**config.mk**
```make
export PLATFORM = sky130hd
export DESIGN_NAME = intersection_controller
export DESIGN_NICKNAME = d
export VERILOG_FILES = /design/src/rtl/intersection_controller.sv
export SDC_FILE = /design/constraint.sdc
export NUM_CORES = 1
export LEC_CHECK = 0
export CORE_MARGIN = 2
export CORE_UTILIZATION = 48
export DETAILED_ROUTE_END_ITERATION = 12
export GPL_ROUTABILITY_DRIVEN = 1
export MAX_ROUTING_LAYER = met4
export PLACE_DENSITY = 0.86
export RECOVER_POWER = 100
export REMOVE_ABC_BUFFERS = 1
export SETUP_SLACK_MARGIN = 0.5
export SLEW_MARGIN = 15
export SYNTH_ARGS = -nofsm -noshare
export SYNTH_HDL_FRONTEND = slang
export SYNTH_SLANG_ARGS = --single-unit
```
**constraint.sdc**
```tcl
create_clock -name clk -period 1.9 [get_ports clk]
set_input_delay 0.38 -clock clk [delete_from_list [all_inputs] [get_ports clk]]
set_output_delay 0.38 -clock clk [all_outputs]
set_load 0.02 [all_outputs]
```
**src/rtl/intersection_controller.sv**
```systemverilog
// Signal controller for one intersection: green / yellow / all-red cycling per phase,
// one-shot green extension, red preemption and flashing-yellow attention mode.
module intersection_controller #(
  parameter int N_PHASES = 4,
  parameter int TW       = 8,
  parameter int GREEN_T  = 30,
  parameter int EXT_T    = 10,
  parameter int YELLOW_T = 3,
  parameter int ALLRED_T = 2
) (
  input  logic                        clk,
  input  logic                        rst,
  input  logic                        tick,
  input  logic [N_PHASES-1:0]         demand,
  input  logic [N_PHASES-1:0]         ext_req,
  input  logic                        force_red,
  input  logic                        attention,
  output logic [N_PHASES-1:0]         green,
  output logic [N_PHASES-1:0]         yellow,
  output logic [N_PHASES-1:0]         red,
  output logic [$clog2(N_PHASES)-1:0] phase,
  output logic [2:0]                  state
);

  localparam int unsigned PW = $clog2(N_PHASES);

  localparam logic [2:0] S_INIT   = 3'd0;
  localparam logic [2:0] S_GREEN  = 3'd1;
  localparam logic [2:0] S_YELLOW = 3'd2;
  localparam logic [2:0] S_ALLRED = 3'd3;
  localparam logic [2:0] S_FLASH  = 3'd4;

  localparam logic [TW-1:0] GREEN_BASE  = TW'(GREEN_T);
  localparam logic [TW-1:0] GREEN_LONG  = TW'(GREEN_T + EXT_T);
  localparam logic [TW-1:0] YELLOW_LAST = TW'(YELLOW_T - 1);
  localparam logic [TW-1:0] ALLRED_LAST = TW'(ALLRED_T - 1);
  localparam logic [TW-1:0] TIMER_MAX   = {TW{1'b1}};

  // Elaboration-time parameter legality
  if (N_PHASES < 2 || N_PHASES > 8) begin : g_bad_n_phases
    $error("intersection_controller: N_PHASES must be in 2..8");
  end
  if ((longint'(GREEN_T) + longint'(EXT_T)) >= (longint'(1) << TW)) begin : g_bad_timer_width
    $error("intersection_controller: GREEN_T+EXT_T must be below 2**TW");
  end
  if (GREEN_T < 1 || YELLOW_T < 1 || ALLRED_T < 1) begin : g_bad_lengths
    $error("intersection_controller: GREEN_T, YELLOW_T and ALLRED_T must be >= 1");
  end

  logic [2:0]          r_state;
  logic [PW-1:0]       r_phase;
  logic [TW-1:0]       r_timer;
  logic [TW-1:0]       r_green_len;
  logic                r_ext_used;
  logic                r_flash;
  logic [N_PHASES-1:0] r_green;
  logic [N_PHASES-1:0] r_yellow;
  logic [N_PHASES-1:0] r_red;

  logic [2:0]            w_state_nxt;
  logic [PW-1:0]         w_phase_nxt;
  logic [TW-1:0]         w_timer_nxt;
  logic [TW-1:0]         w_green_len_nxt;
  logic                  w_ext_used_nxt;
  logic                  w_flash_nxt;
  logic [TW-1:0]         w_green_last;
  logic [2*N_PHASES-1:0] w_demand_dd;
  logic [N_PHASES-1:0]   w_demand_rot;
  logic                  w_found;
  int unsigned           w_off;
  logic [PW-1:0]         w_next_phase;
  logic [N_PHASES-1:0]   w_sel;
  logic [N_PHASES-1:0]   w_green_nxt;
  logic [N_PHASES-1:0]   w_yellow_nxt;
  logic [N_PHASES-1:0]   w_red_nxt;

  assign w_green_last = r_green_len - TW'(1);

  // Demand rotated so bit k is the phase k+1 positions after the current one
  assign w_demand_dd  = {demand, demand};
  assign w_demand_rot = N_PHASES'(w_demand_dd >> (32'(r_phase) + 32'd1));

  always_comb begin
    w_found = 1'b0;
    w_off   = 0;
    for (int k = 0; k < N_PHASES; k++) begin
      if (!w_found && w_demand_rot[k]) begin
        w_found = 1'b1;
        w_off   = k;
      end
    end
    w_next_phase = PW'((32'(r_phase) + 32'd1 + w_off) % 32'(N_PHASES));
  end

  // Next-state and datapath update
  always_comb begin
    w_state_nxt     = r_state;
    w_phase_nxt     = r_phase;
    w_timer_nxt     = r_timer;
    w_green_len_nxt = r_green_len;
    w_ext_used_nxt  = r_ext_used;
    w_flash_nxt     = r_flash;
    case (r_state)
      S_INIT: begin
        w_state_nxt     = S_GREEN;
        w_phase_nxt     = '0;
        w_timer_nxt     = '0;
        w_green_len_nxt = GREEN_BASE;
        w_ext_used_nxt  = 1'b0;
      end
      S_GREEN: begin
        if (force_red || attention) begin
          w_state_nxt = S_YELLOW;
          w_timer_nxt = '0;
        end else if (tick && r_timer == w_green_last) begin
          w_state_nxt = S_YELLOW;
          w_timer_nxt = '0;
        end else begin
          if (tick) w_timer_nxt = r_timer + TW'(1);
          if (ext_req[r_phase] && !r_ext_used) begin
            w_green_len_nxt = GREEN_LONG;
            w_ext_used_nxt  = 1'b1;
          end
        end
      end
      S_YELLOW: begin
        if (tick && r_timer == YELLOW_LAST) begin
          w_state_nxt = S_ALLRED;
          w_timer_nxt = '0;
        end else if (tick) begin
          w_timer_nxt = r_timer + TW'(1);
        end
      end
      S_ALLRED: begin
        if (force_red) begin
          w_timer_nxt = '0;
        end else if (tick && r_timer == ALLRED_LAST) begin
          w_timer_nxt = '0;
          if (attention) begin
            w_state_nxt = S_FLASH;
            w_flash_nxt = 1'b1;
          end else begin
            w_state_nxt     = S_GREEN;
            w_phase_nxt     = w_next_phase;
            w_green_len_nxt = GREEN_BASE;
            w_ext_used_nxt  = 1'b0;
          end
        end else if (tick) begin
          w_timer_nxt = r_timer + TW'(1);
        end
      end
      S_FLASH: begin
        if (force_red || !attention) begin
          w_state_nxt = S_ALLRED;
          w_timer_nxt = '0;
        end else if (tick) begin
          w_flash_nxt = ~r_flash;
          if (r_timer != TIMER_MAX) w_timer_nxt = r_timer + TW'(1);
        end
      end
      default: begin
        w_state_nxt = S_INIT;
        w_phase_nxt = '0;
        w_timer_nxt = '0;
      end
    endcase
  end

  always_ff @(posedge clk) begin
    if (rst) begin
      r_state     <= S_INIT;
      r_phase     <= '0;
      r_timer     <= '0;
      r_green_len <= GREEN_BASE;
      r_ext_used  <= 1'b0;
      r_flash     <= 1'b0;
    end else begin
      r_state     <= w_state_nxt;
      r_phase     <= w_phase_nxt;
      r_timer     <= w_timer_nxt;
      r_green_len <= w_green_len_nxt;
      r_ext_used  <= w_ext_used_nxt;
      r_flash     <= w_flash_nxt;
    end
  end

  // Lamp decode from the current state; registered, so lamps trail state by one clock
  assign w_sel = N_PHASES'(1) << r_phase;

  always_comb begin
    w_green_nxt  = '0;
    w_yellow_nxt = '0;
    w_red_nxt    = '1;
    case (r_state)
      S_GREEN: begin
        w_green_nxt = w_sel;
        w_red_nxt   = ~w_sel;
      end
      S_YELLOW: begin
        w_yellow_nxt = w_sel;
        w_red_nxt    = ~w_sel;
      end
      S_FLASH: begin
        w_yellow_nxt = {N_PHASES{r_flash}};
        w_red_nxt    = '0;
      end
      default: begin
        w_red_nxt = '1;
      end
    endcase
  end

  always_ff @(posedge clk) begin
    if (rst) begin
      r_green  <= '0;
      r_yellow <= '0;
      r_red    <= '1;
    end else begin
      r_green  <= w_green_nxt;
      r_yellow <= w_yellow_nxt;
      r_red    <= w_red_nxt;
    end
  end

  assign green  = r_green;
  assign yellow = r_yellow;
  assign red    = r_red;
  assign phase  = r_phase;
  assign state  = r_state;

endmodule

```
-- Yosys cells after proc, flatten, opt, wreduce, memory -nomap -nowiden
Index checks and enable logic that the tools add are counted.
- flip-flop bits (word level): 35
- output and inout bits: 17
- word-level logic and storage cells: 119
- reduce and logical (&&, ||, !) cells: 25
- $add $sub $neg: 4
- bitwise logic cells: 4
- eq/ne operators: 22
- shifts and indexed selects: 2
- magnitude comparators: 1
- multiplexer cells: 52
- operators with widths (cell ; number):
    $mux W8 ; 15
    $pmux W8 S4 ; 1
    $pmux W8 S3 ; 1
    $ne A2 B2 Y1 const B ; 11
    $mux W3 ; 7
    $mux W1 ; 16
    $pmux W4 S2 ; 2
    $pmux W3 S5 ; 1
    $mux W2 ; 5
    $ne A3 B3 Y1 const B ; 3
    $add A8 B1 Y8 const B ; 1
    $eq A8 B1 Y1 const B ; 1
    $eq A8 B2 Y1 const B ; 1
    $eq A8 B8 Y1 ; 1
    $ne A8 B8 Y1 const B ; 1
    $shr A8 B3 Y4 ; 1
    $sub A8 B1 Y8 const B ; 1
    $logic_and A1 B1 Y1 ; 7
    $reduce_and A7 Y1 ; 1
    $eq A3 B2 Y1 const B ; 2
    $reduce_and A6 Y1 ; 1
    $logic_not A1 Y1 ; 5
    $reduce_and A5 Y1 ; 1
    $not A4 Y4 ; 1
    19 further kinds ; 23

-- Depth between registers and ports, before layout
- word-level depth: 17
- depth in mapped cells: 9
- gate-level depth less buffers: 8

-- Worst setup path after synthesis
OpenSTA, ideal clock, no wires.
- path type: register to register
- from: reg r_phase[0] (netlist: phase[0])
- to: reg r_phase[0] (netlist: phase[0])
- setup slack: -0.049 ns
- clock period less this slack: 1.949 ns
- cell stages (with the launch flop): 9
- data arrival time: 1.884 ns
- path buffers: 1
- setup time: 0.065 ns
- cells stage by stage: dfxtp_1 > clkbuf_1 > nor2_1 > a221oi_1 > o221ai_1 > ha_1 > nand3_1 > mux2_2 > nor2_1
- longest elaborated chain between the ends: 17
- elaborated cells on any way between the ends: 19
- those cells by class: add/sub (2); shift (1); mux (10); reduce/logical (6)
- ends and longest elaborated chain (item ; RTL line ; source):
    start, declared ; 51 ; logic [PW-1:0] r_phase;
    start signal, assigned ; 179 ; r_phase <= w_phase_nxt;
    $add A2 B1 Y3 * ; 92 ; w_next_phase = PW'((32'(r_phase) + 32'd1 + w_off) % 32'(N_PHASES));
    $shr A8 B3 Y4 ; 81 ; assign w_demand_rot = N_PHASES'(w_demand_dd >> (32'(r_phase) + 32'd1));
    $mux W1 ; 87 ; if (!w_found && w_demand_rot[k]) begin
    $logic_not A1 Y1 ; 87 ;
    $logic_and A1 B1 Y1 ; 87 ;
    $mux W1 ; 87 ;
    $logic_not A1 Y1 ; 87 ;
    $logic_and A1 B1 Y1 ; 87 ;
    $mux W1 ; 87 ;
    $logic_not A1 Y1 ; 87 ;
    $logic_and A1 B1 Y1 ; 87 ;
    $mux W2 ; 87 ;
    $add A2 B2 Y2 * ; 92 ;
    $mux W2 * ; 139 ; if (attention) begin
    $mux W2 * ; 137 ; end else if (tick && r_timer == ALLRED_LAST) begin
    $mux W2 * ; 135 ; if (force_red) begin
    $pmux W2 S2 * ; 103 ; case (r_state)
Mark *: on every way between the ends. The rest lies on a longest branch, timed or not. The select of a mux whose other input is x is not followed.
A chain may end at the register's enable or synchronous reset.

-- Worst setup path after layout
- from: reg r_state[2] (netlist: state[2])
- to: reg r_timer[2]
- longest elaborated chain between the ends: 3
- elaborated cells on any way between the ends: 8
- those cells by class: eq/ne (6); mux (1); reduce/logical (1)
- ends and longest elaborated chain (item ; RTL line ; source):
    start, declared ; 50 ; logic [2:0] r_state;
    start signal, assigned ; 178 ; r_state <= w_state_nxt;
    $eq A3 B3 Y1 ; 103 ;
    $ne A3 B3 Y1 (no line) ; -- ;
    $reduce_and A2 Y1 (no line) ; -- ;
    end signal, assigned ; 180 ; r_timer <= w_timer_nxt;
    end, declared ; 52 ; logic [TW-1:0] r_timer;
Parallel ways exist; a longest one is shown, timed or not.

==> out/results.ini <==
[logic_synthesis]
synth_ff_type=dfxtp_1
ys_types=63
synth_cells=227
synth_edf_count=0
synthArstFlopShare=0
syn_area_sq_um=1854
yosysSeqAreaShare=0.3023
ys_seq_elements=28
yosys_warnings=0
syn_avg_cell_area_sq_um=8.169

[critical_path]
path_class=flop to flop
path_max_fanout=7
required_ps=2140
start_kind=flop
ff2ff_path_depth=7
endpoint_kind=flop
cp.arrival_ps=2070

[detailed_routing]
vias=2222
drc=0
drtIter0Drc=323
drt_pass1_iterations=5
ant_nets=0
wl_per_cell_microns=20.08
viasPerCell=6.459
routed_wl_microns=6906

[layout]
layout-drive-gt1-share=0.3919
diodes=0
final_nets=318
syn_to_final_growth_pct=50.27
design_area_sq_um=2786

[sta]
layout_worst_path_cycle_share=0.9632
finalHoldViolCount=0
fin_skew_ps=10.95
max_slew_margin=0.7164
rsz0062_at_grt=true
finalMaxSlewViolations=0
fin_ws_ps=70.00
finalSetupViolations=0
fin_crit_ps=1830
worst_pin_slew_ps=422.3
fmax_ghz=0.5464

[worst_hold_path]
min_path_type=flop to flop
hold_depth=1

[clocking]
clock_path_buffers=2
htree_levels=1
clockRootBuffer=clkbuf_8
cts_inserted_buffers=3
clock_sinks=28
clk-insertion-delay-late_ps=290
cts_hold_buffers=0
cts.reportedPaths.clkPinSlew_ps=110
cts_tree=built

[placed_design]
io_buffers=29
dp_hpwl_microns=3735
pre_cts_ws_ps=-305.8
postPlaceCellArea_sq_um=2436
gp_congestion=0.9292

[power]
power_density_nw_per_um2=659.1
cellLeakagePower_nw=1.093
ir_drop_mv=0.4385

[global_route]
grt_pass1_vias=2036
grt_max_degree=23
overflow=0
track_usage=0.2950
grt_antenna_before_repair=0
grt_pass1_wl_microns=9597

[flow_run]
max_cap_viol_count=0

[die]
rows=22
die_width_microns=66.16
initial_utilization=0.5027
die_h_microns=66.16
io_pins=30
fp.dieArea_sq_um=4376
core_area_sq_um=3689

[status]
status=completed

==> Yosys cell counts (all sizes together), types with 7 or more instances <==
cell type	count	area (sq um)
dfxtp	28	560.5
a21oi	23	130.1
nor2	21	81.33
nand2	16	67.56
nor3	16	80.08
o21ai	11	55.05
ha	8	100.1
buf	7	43.79
inv	7	26.28
nand2b	7	58.81
==> report_power, final <==
group	switching (mW)	internal [mW]
combinational	0.407	0.308
sequential	0.0196	0.611
clock	0.208	0.283
total	0.634	1.20
==> critical path, cell delays in order, from the launching register on <==
cell	delay, ps
dfxtp_1	500
nor3b_4	340
a21oi_1	110
clkbuf_2	180
nor3b_2	170
a21oi_1	100
nor3_2	200
a22o_1	180
==> registers in the layout, summed over array words and instances (netlist names) <==
signal / flops
r_timer: 8
green: 4
red: 4
yellow: 4
state: 3
phase: 2
r_green_len: 2
r_flash: 1
==> logic make-up (layout without fill, tap and decap cells) <==
| group | count (synthesis) | after routing | share of synthesized area |
|---|---|---|---|
| simple gates | 99 | 99 | 0.3131 |
| xor+xnor | 8 | 8 | 0.03779 |
| flops | 28 | 28 | 0.3023 |
| buf+inv | 20 | 89 | 0.04993 |
| compound gates | 61 | 61 | 0.2193 |
| fa+ha+maj | 8 | 8 | 0.05398 |
| mux | 3 | 3 | 0.02362 |
==> worst paths after layout <==
kind | startpoint | end | slack [ps]
setup reg to reg | state[2]$_SDFFE_PP0P_ | r_timer[2]$_SDFFE_PP0P_ | 70
hold / removal | r_green_len[5]$_SDFFE_PP0P_ | r_green_len[5]$_SDFFE_PP0P_ | 550
hold reg to reg | r_green_len[5]$_SDFFE_PP0P_ | r_green_len[5]$_SDFFE_PP0P_ | 550
setup / recovery | state[2]$_SDFFE_PP0P_ | r_timer[2]$_SDFFE_PP0P_ | 70
==> layout by cell type, fill, tap and decap left out, types with 4 or more instances in the layout <==
cell              n
xnor2_1           6
nand2_1          15
inv_1             5
nand3_1           4
clkdlybuf4s50_1   5
o21ai_2           4
nor3_1           10
nor2_1           16
a21oi_1          20
buf_4            40
dlygate4sd2_1    17
nand2b_1          4
dfxtp_1          19
clkbuf_1          6
nor3_2            6
or2_1             4
and3_1            4
ha_1              6
o21ai_1           4
dfxtp_4           7
==> cell type report <==
cell class	instances	area, sq um
multi-input cells	179	1420
fillers	251	902.1
repair buffers	78	616.8
flip-flops and latches	28	589.3
well taps	48	60.06
clock buffers	3	41.29
clock inverters	1	30.03
inverters	7	28.78
==> what timing repair did <==
item                                    in CTS  in global routing
resized for setup                           69                 46
endpoints found under the setup margin      41                 25
setup buffers                                5                  6
pin swaps                                   16                 25
==> through the flow <==
step           TNS [ps]    util  power (mW)  std cells  hold WS (ps)
6_report              0  0.7554       1.837        344         545.1
4_1_cts               0  0.7164       1.712        338         517.3
3_5_place_dp      -2425  0.6604       1.202        329         478.8
5_1_grt               0  0.7554       1.892        344         566.7
3_3_place_gp      -1933  0.6604       1.186        329         464.2
2_1_floorplan    -10.03       -      0.9530        214         443.6
==> metal layers <==
metal	vias up	track usage	part of all wire
li1	962	-	-
met1	1039	0.3537	0.37
met2	171	0.4800	0.46
met3	50	0.05451	0.11
met4	0	0.1352	0.063
met5	-	-	0
(Power assumes the default switching activity.)
==> variant 1 (same flow settings) <==
Set the parameter `TW` to 7 (it was 8).
--- a/src/rtl/intersection_controller.sv
+++ b/src/rtl/intersection_controller.sv
@@ -2,7 +2,7 @@
 // one-shot green extension, red preemption and flashing-yellow attention mode.
 module intersection_controller #(
   parameter int N_PHASES = 4,
-  parameter int TW       = 8,
+  parameter int TW       = 7,
   parameter int GREEN_T  = 30,
   parameter int EXT_T    = 10,
   parameter int YELLOW_T = 3,
Formal check against the unedited RTL: same outputs for any inputs over 10 cycles, from zero or initial values and one cycle with rst high; that may be too few to reach the edited logic, so the function may still have changed.
==> variant 1 against the original RTL <==
- clock power down 41%
- non-clock buffer count up 10
- routed wire length up 5.4%
- combinational power up 69%
- via count up 0.86%
- worst setup slack worse by 170 ps
- synthesized area down 6.5%
- maximum frequency down 8.7%
- largest cell class unchanged
- power up 21%
- cell area down 1.1%
- clock skew about the same
- sequential cell count down 1
- the flow now finishes with violations (negative setup slack)
- critical endpoint is now r_timer[5]
==> variant 1: results (changes against the original RTL) <==
post-synthesis async set-or-reset flop share 0% (unchanged); Int Power 1.26 mW (was 1.20 mW); CTS resizes 105 (was 69); yosys warns 0 (unchanged); Avg Vias per Cell 6.55 (was 6.46); Place WS -545 ps (was -306 ps); initial antenna violation count 0 (unchanged); maximum fanout along the worst path 4 (was 7); root buf cell clkbuf_4 (was clkbuf_8); synth top area cells dfxtp_1 (31%), ha_1 (5.8%), a21oi_1 (5.5%) (was dfxtp_1 (30%), a21oi_1 (5.7%), ha_1 (5.4%)); most frequent cells after synthesis dfxtp_1 (27), nor2_1 (24), a21oi_1 (19) (was dfxtp_1 (28), a21oi_1 (21), nor2_1 (20)); final wirelength 7280 um (was 6910 um); Reg with most FFs r_timer (unchanged); ys flop type dfxtp_1 (unchanged); NumNets Final 318 (unchanged); Worst Tran Pin Value 404 ps (was 422 ps); vias in the first global route 2028 (was 2036); failing checks negative setup slack; CTS buffer count 3 (unchanged); Total GRT Usage 33.1% (was 29.5%); Final setup viols 9 (was 0); ANT cells 0 (unchanged); Largest stage delay, worst path 400 ps (was 500 ps); Critical Path AT 2270 ps (was 2070 ps); clock transition at the registers of the reported paths 170 ps (was 110 ps); Setup WS post-layout -105 ps (was 70.0 ps); VDD IR max 0.605 mV (was 0.438 mV); GPL Wtd Cong 0.899 (was 0.929); global-route wire length before repair 10200 um (was 9600 um); Leak Pwr 1.11 nW (was 1.09 nW); post-synth cell types 49 (was 63); CP max-delay cell dfxtp_4 (was dfxtp_1); Slew Viols, Final 0 (unchanged); DP HPWL 3740 um (was 3730 um); IO Port Bufs 29 (unchanged); H-tree Lvls 1 (unchanged); clock skew 10.6 ps (was 10.9 ps); outcome complete, but fails checks (was finished clean); maximum number of pins on one net before global-route repair 19 (was 23); DRT iter0 DRCs 275 (was 323); post-synthesis sequential area ratio 31.2% (was 30.2%); share of layout cells above drive strength 1 44.3% (was 39.2%); max reg flops 7 (was 8); post-CTS setup buffers 12 (was 5); DRT Pass-1 Iters 7 (was 5); Clock Latency Late Sink 360 ps (was 290 ps); CP delay by family, top compound AO/OA/AOI/OAI gates (was simple AND/OR/NAND/NOR gates); Hold WC Path Type register to register (unchanged)
[variant 1: cell count changes in the layout (fill, tap and decap cells not counted), sizes merged, moves of 4 or more]
cell,change
a211o,+4
a21oi,-4
buf,+19
clkbuf,-6
dlygate4sd2,-7
nand2b,-4
nand3,+4
nand4,+4
nor3,-10
xnor2,-4
[variant 1: metrics by stage]
step / hold slack, ps / instance area, um2 / cells / power [mW] / setup TNS, ps
6_report: 525 / 2760 / 342 / 2.21 / -455
3_3_place_gp: 466 / 2360 / 324 / 1.55 / -3500
4_1_cts: 518 / 2650 / 340 / 1.97 / 0
5_1_grt: 544 / 2760 / 342 / 2.28 / -1060
3_5_place_dp: 478 / 2360 / 324 / 1.58 / -4430
2_1_floorplan: 443 / 1670 / 204 / 1.18 / -732
[variant 1: routing by layer]
metal | wire length (um) | global-route usage [%] | share of wire (%) | vias up
met2 | 3440 | 56.8 | 47 | 202
met4 | 420 | 14.4 | 5.8 | 0
li1 | - | - | - | 941
met3 | 765 | 3.87 | 11 | 65
met1 | 2660 | 39.0 | 37 | 1033
met5 | 0 | - | 0 | -
[variant 1: area by class of cell]
| type | count | area [um2] |
|---|---|---|
| Multi-Input combinational cell | 168 | 1290 |
| Timing Repair Buffer | 88 | 768 |
| Fill cell | 183 | 633 |
| Sequential cell | 27 | 577 |
| Tap cell | 46 | 57.6 |
| Inverter | 9 | 33.8 |
| Clock buffer | 3 | 22.5 |
| Clock inverter | 1 | 7.51 |
[variant 1: kinds of logic (layout without fill, tap and decap cells)]
| logic type | count (synthesis) | after routing | share of synthesized area (%) |
|---|---|---|---|
| adders and majority gates | 8 | 8 | 5.78 |
| and+or+nand+nor | 91 | 91 | 29.2 |
| AOI/OAI and AO/OA | 61 | 61 | 23.0 |
| buffers and inverters | 21 | 101 | 5.49 |
| xor gates and xnor gates | 5 | 5 | 2.53 |
| muxes | 3 | 3 | 2.74 |
| DFF | 27 | 27 | 31.2 |
[variant 1: final timing paths]
check / cells past startpoint / end / slack, ps / from
min reg2reg: 2 / r_green_len[5] / 530 / r_green_len[5]
max reg2reg: 7 / r_timer[5] / -100 / r_timer[5]
min: 2 / r_green_len[5] / 530 / r_green_len[5]
max: 7 / r_timer[5] / -100 / r_timer[5]
[variant 1: worst reg2reg max path: stages (launching register included)]
cell and delay [ps]:
dfxtp_4 400, nor4b_4 320, buf_4 170, nand3_1 110, o211ai_2 170, a311oi_2 190, a211o_1 330, a22o_1 220
[variant 1: power groups by stage]
stage | sequential, mW | combinational [mW] | clock [mW]
after global routing | 0.724 | 1.26 | 0.301
after CTS | 0.706 | 0.999 | 0.269
after floorplan | 0.776 | 0.409 | 0
after detailed placement | 0.710 | 0.874 | 0
after global placement | 0.707 | 0.846 | 0
final | 0.717 | 1.21 | 0.288
==> variant 2 (same flow settings) <==
Without the edit above. Register the inputs `tick`, `demand`, `ext_req`, `force_red` and `attention` before use, without a reset. The logic sees them one clock later.
--- a/src/rtl/intersection_controller.sv
+++ b/src/rtl/intersection_controller.sv
@@ -36,6 +36,20 @@
   localparam logic [TW-1:0] ALLRED_LAST = TW'(ALLRED_T - 1);
   localparam logic [TW-1:0] TIMER_MAX   = {TW{1'b1}};
 
+  logic tick_q;
+  logic [N_PHASES-1:0] demand_q;
+  logic [N_PHASES-1:0] ext_req_q;
+  logic force_red_q;
+  logic attention_q;
+
+  always_ff @(posedge clk) begin
+    tick_q      <= tick;
+    demand_q    <= demand;
+    ext_req_q   <= ext_req;
+    force_red_q <= force_red;
+    attention_q <= attention;
+  end
+
   // Elaboration-time parameter legality
   if (N_PHASES < 2 || N_PHASES > 8) begin : g_bad_n_phases
     $error("intersection_controller: N_PHASES must be in 2..8");
@@ -77,7 +91,7 @@
   assign w_green_last = r_green_len - TW'(1);
 
   // Demand rotated so bit k is the phase k+1 positions after the current one
-  assign w_demand_dd  = {demand, demand};
+  assign w_demand_dd  = {demand_q, demand_q};
   assign w_demand_rot = N_PHASES'(w_demand_dd >> (32'(r_phase) + 32'd1));
 
   always_comb begin
@@ -109,34 +123,34 @@
         w_ext_used_nxt  = 1'b0;
       end
       S_GREEN: begin
-        if (force_red || attention) begin
+        if (force_red_q || attention_q) begin
           w_state_nxt = S_YELLOW;
           w_timer_nxt = '0;
-        end else if (tick && r_timer == w_green_last) begin
+        end else if (tick_q && r_timer == w_green_last) begin
           w_state_nxt = S_YELLOW;
           w_timer_nxt = '0;
         end else begin
-          if (tick) w_timer_nxt = r_timer + TW'(1);
-          if (ext_req[r_phase] && !r_ext_used) begin
+          if (tick_q) w_timer_nxt = r_timer + TW'(1);
+          if (ext_req_q[r_phase] && !r_ext_used) begin
             w_green_len_nxt = GREEN_LONG;
             w_ext_used_nxt  = 1'b1;
           end
         end
       end
       S_YELLOW: begin
-        if (tick && r_timer == YELLOW_LAST) begin
+        if (tick_q && r_timer == YELLOW_LAST) begin
           w_state_nxt = S_ALLRED;
           w_timer_nxt = '0;
-        end else if (tick) begin
+        end else if (tick_q) begin
           w_timer_nxt = r_timer + TW'(1);
         end
       end
       S_ALLRED: begin
-        if (force_red) begin
-          w_timer_nxt = '0;
-        end else if (tick && r_timer == ALLRED_LAST) begin
-          w_timer_nxt = '0;
-          if (attention) begin
+        if (force_red_q) begin
+          w_timer_nxt = '0;
+        end else if (tick_q && r_timer == ALLRED_LAST) begin
+          w_timer_nxt = '0;
+          if (attention_q) begin
             w_state_nxt = S_FLASH;
             w_flash_nxt = 1'b1;
           end else begin
@@ -145,15 +159,15 @@
             w_green_len_nxt = GREEN_BASE;
             w_ext_used_nxt  = 1'b0;
           end
-        end else if (tick) begin
+        end else if (tick_q) begin
           w_timer_nxt = r_timer + TW'(1);
         end
       end
       S_FLASH: begin
-        if (force_red || !attention) begin
+        if (force_red_q || !attention_q) begin
           w_state_nxt = S_ALLRED;
           w_timer_nxt = '0;
-        end else if (tick) begin
+        end else if (tick_q) begin
           w_flash_nxt = ~r_flash;
           if (r_timer != TIMER_MAX) w_timer_nxt = r_timer + TW'(1);
         end
Check against the original RTL: not equivalent (Yosys sat finds a counterexample within 4 cycles, from zero or initial values and one cycle with rst high).
==> variant 2 against the original RTL <==
- the flow now finishes with violations (negative setup slack)
- count of clock-buffer cells in the layout up 2
- routed wire length up 19%
- sequential cell count up 11
- first-iteration DRC count down 22%
- via count is 10% higher
- synthesized area rose by 11%
- cell area grew 15%
- worst setup slack got worse by 92 ps
- power increased by 64%
- largest cell class unchanged
- largest power group unchanged
==> variant 2: results (changes against the original RTL) <==
Critical Path AT 2110 ps (was 2070 ps); Synth Area in Compound Gates 21.4% (was 21.9%); most frequent cells after synthesis dfxtp_1 (39), nor2_1 (28), nand2_1 (23) (was dfxtp_1 (28), a21oi_1 (21), nor2_1 (20)); Setup WS post-layout -22.2 ps (was 70.0 ps); GPL Wtd Cong 0.985 (was 0.929); global-route wire length before repair 10800 um (was 9600 um); met1 Use GR 32.9% (was 35.4%); Adder-Cell Fraction of Synth Area 4.84% (was 5.40%); synth top area cells dfxtp_1 (38%), nor2_1 (5.1%), ha_1 (4.8%) (was dfxtp_1 (30%), a21oi_1 (5.7%), ha_1 (5.4%)); Leak Pwr 1.24 nW (was 1.09 nW); VDD IR max 0.648 mV (was 0.438 mV); M3 GR Usage 7.99% (was 5.45%); WL met1 3000 um (was 2580 um); Fill cells 239 (was 251); DR vias 2446 (was 2222); Final setup viols 3 (was 0); Cell Pwr Density 938 nW/um2 (was 659 nW/um2); NumNets Final 339 (was 318); maximum fanout along the worst path 8 (was 7); CP max-delay cell dfxtp_4 (was dfxtp_1); clock transition at the registers of the reported paths 90 ps (was 110 ps); H-tree Lvls 2 (was 1); CTS buffer count 5 (was 3); hold slack 504 ps (was 545 ps); maximum number of pins on one net before global-route repair 22 (was 23); mux contribution to synthesized area 2.06% (was 2.36%); failing checks negative setup slack; DR WL met3 951 um (was 727 um); Int Power 1.93 mW (was 1.20 mW); Post-Synth XOR/XNOR Area 3.81% (was 3.78%); Total GRT Usage 28.5% (was 29.5%); post-synth cell types 54 (was 63); DP HPWL 3790 um (was 3730 um); outcome complete, but fails checks (was finished clean); DRT iter0 DRCs 253 (was 323); vias in the first global route 2194 (was 2036); post-synthesis sequential area ratio 37.8% (was 30.2%)
[variant 2: worst paths after layout]
| path | endpoint | from |
|---|---|---|
| min reg2reg | state[0] | state[2] |
| max reg2reg | r_timer[0] | r_timer[4] |
| min | state[0] | state[2] |
| max | r_timer[0] | r_timer[4] |
[variant 2: through the flow]
| step | setup TNS (ps) | util (%) |
|---|---|---|
| finish | -39.9 | 78.4 |
| global route | -337 | 78.4 |
| CTS | 0 | 73.0 |
| detailed placement | -191 | 62.9 |
| global placement | 0 | 62.9 |
| floorplan | -197 | - |
[variant 2: timing repair]
action	4_1_cts	5_1_grt
resized for setup	87	42
setup endpoints to repair	37	28
buffers inserted	14	7
endpoints found under the hold margin	0	0
pin swaps	31	25
[variant 2: layout make-up]
cell class | instances | share of cell area (%)
Sequential cell | 39 | 25.8
Tap cell | 50 | 1.95
Inverter | 9 | 1.33
Timing Repair Buffer | 81 | 21.2
Clock buffer | 5 | 2.15
Clock inverter | 3 | 1.37
Multi-Input combinational cell | 182 | 46.2
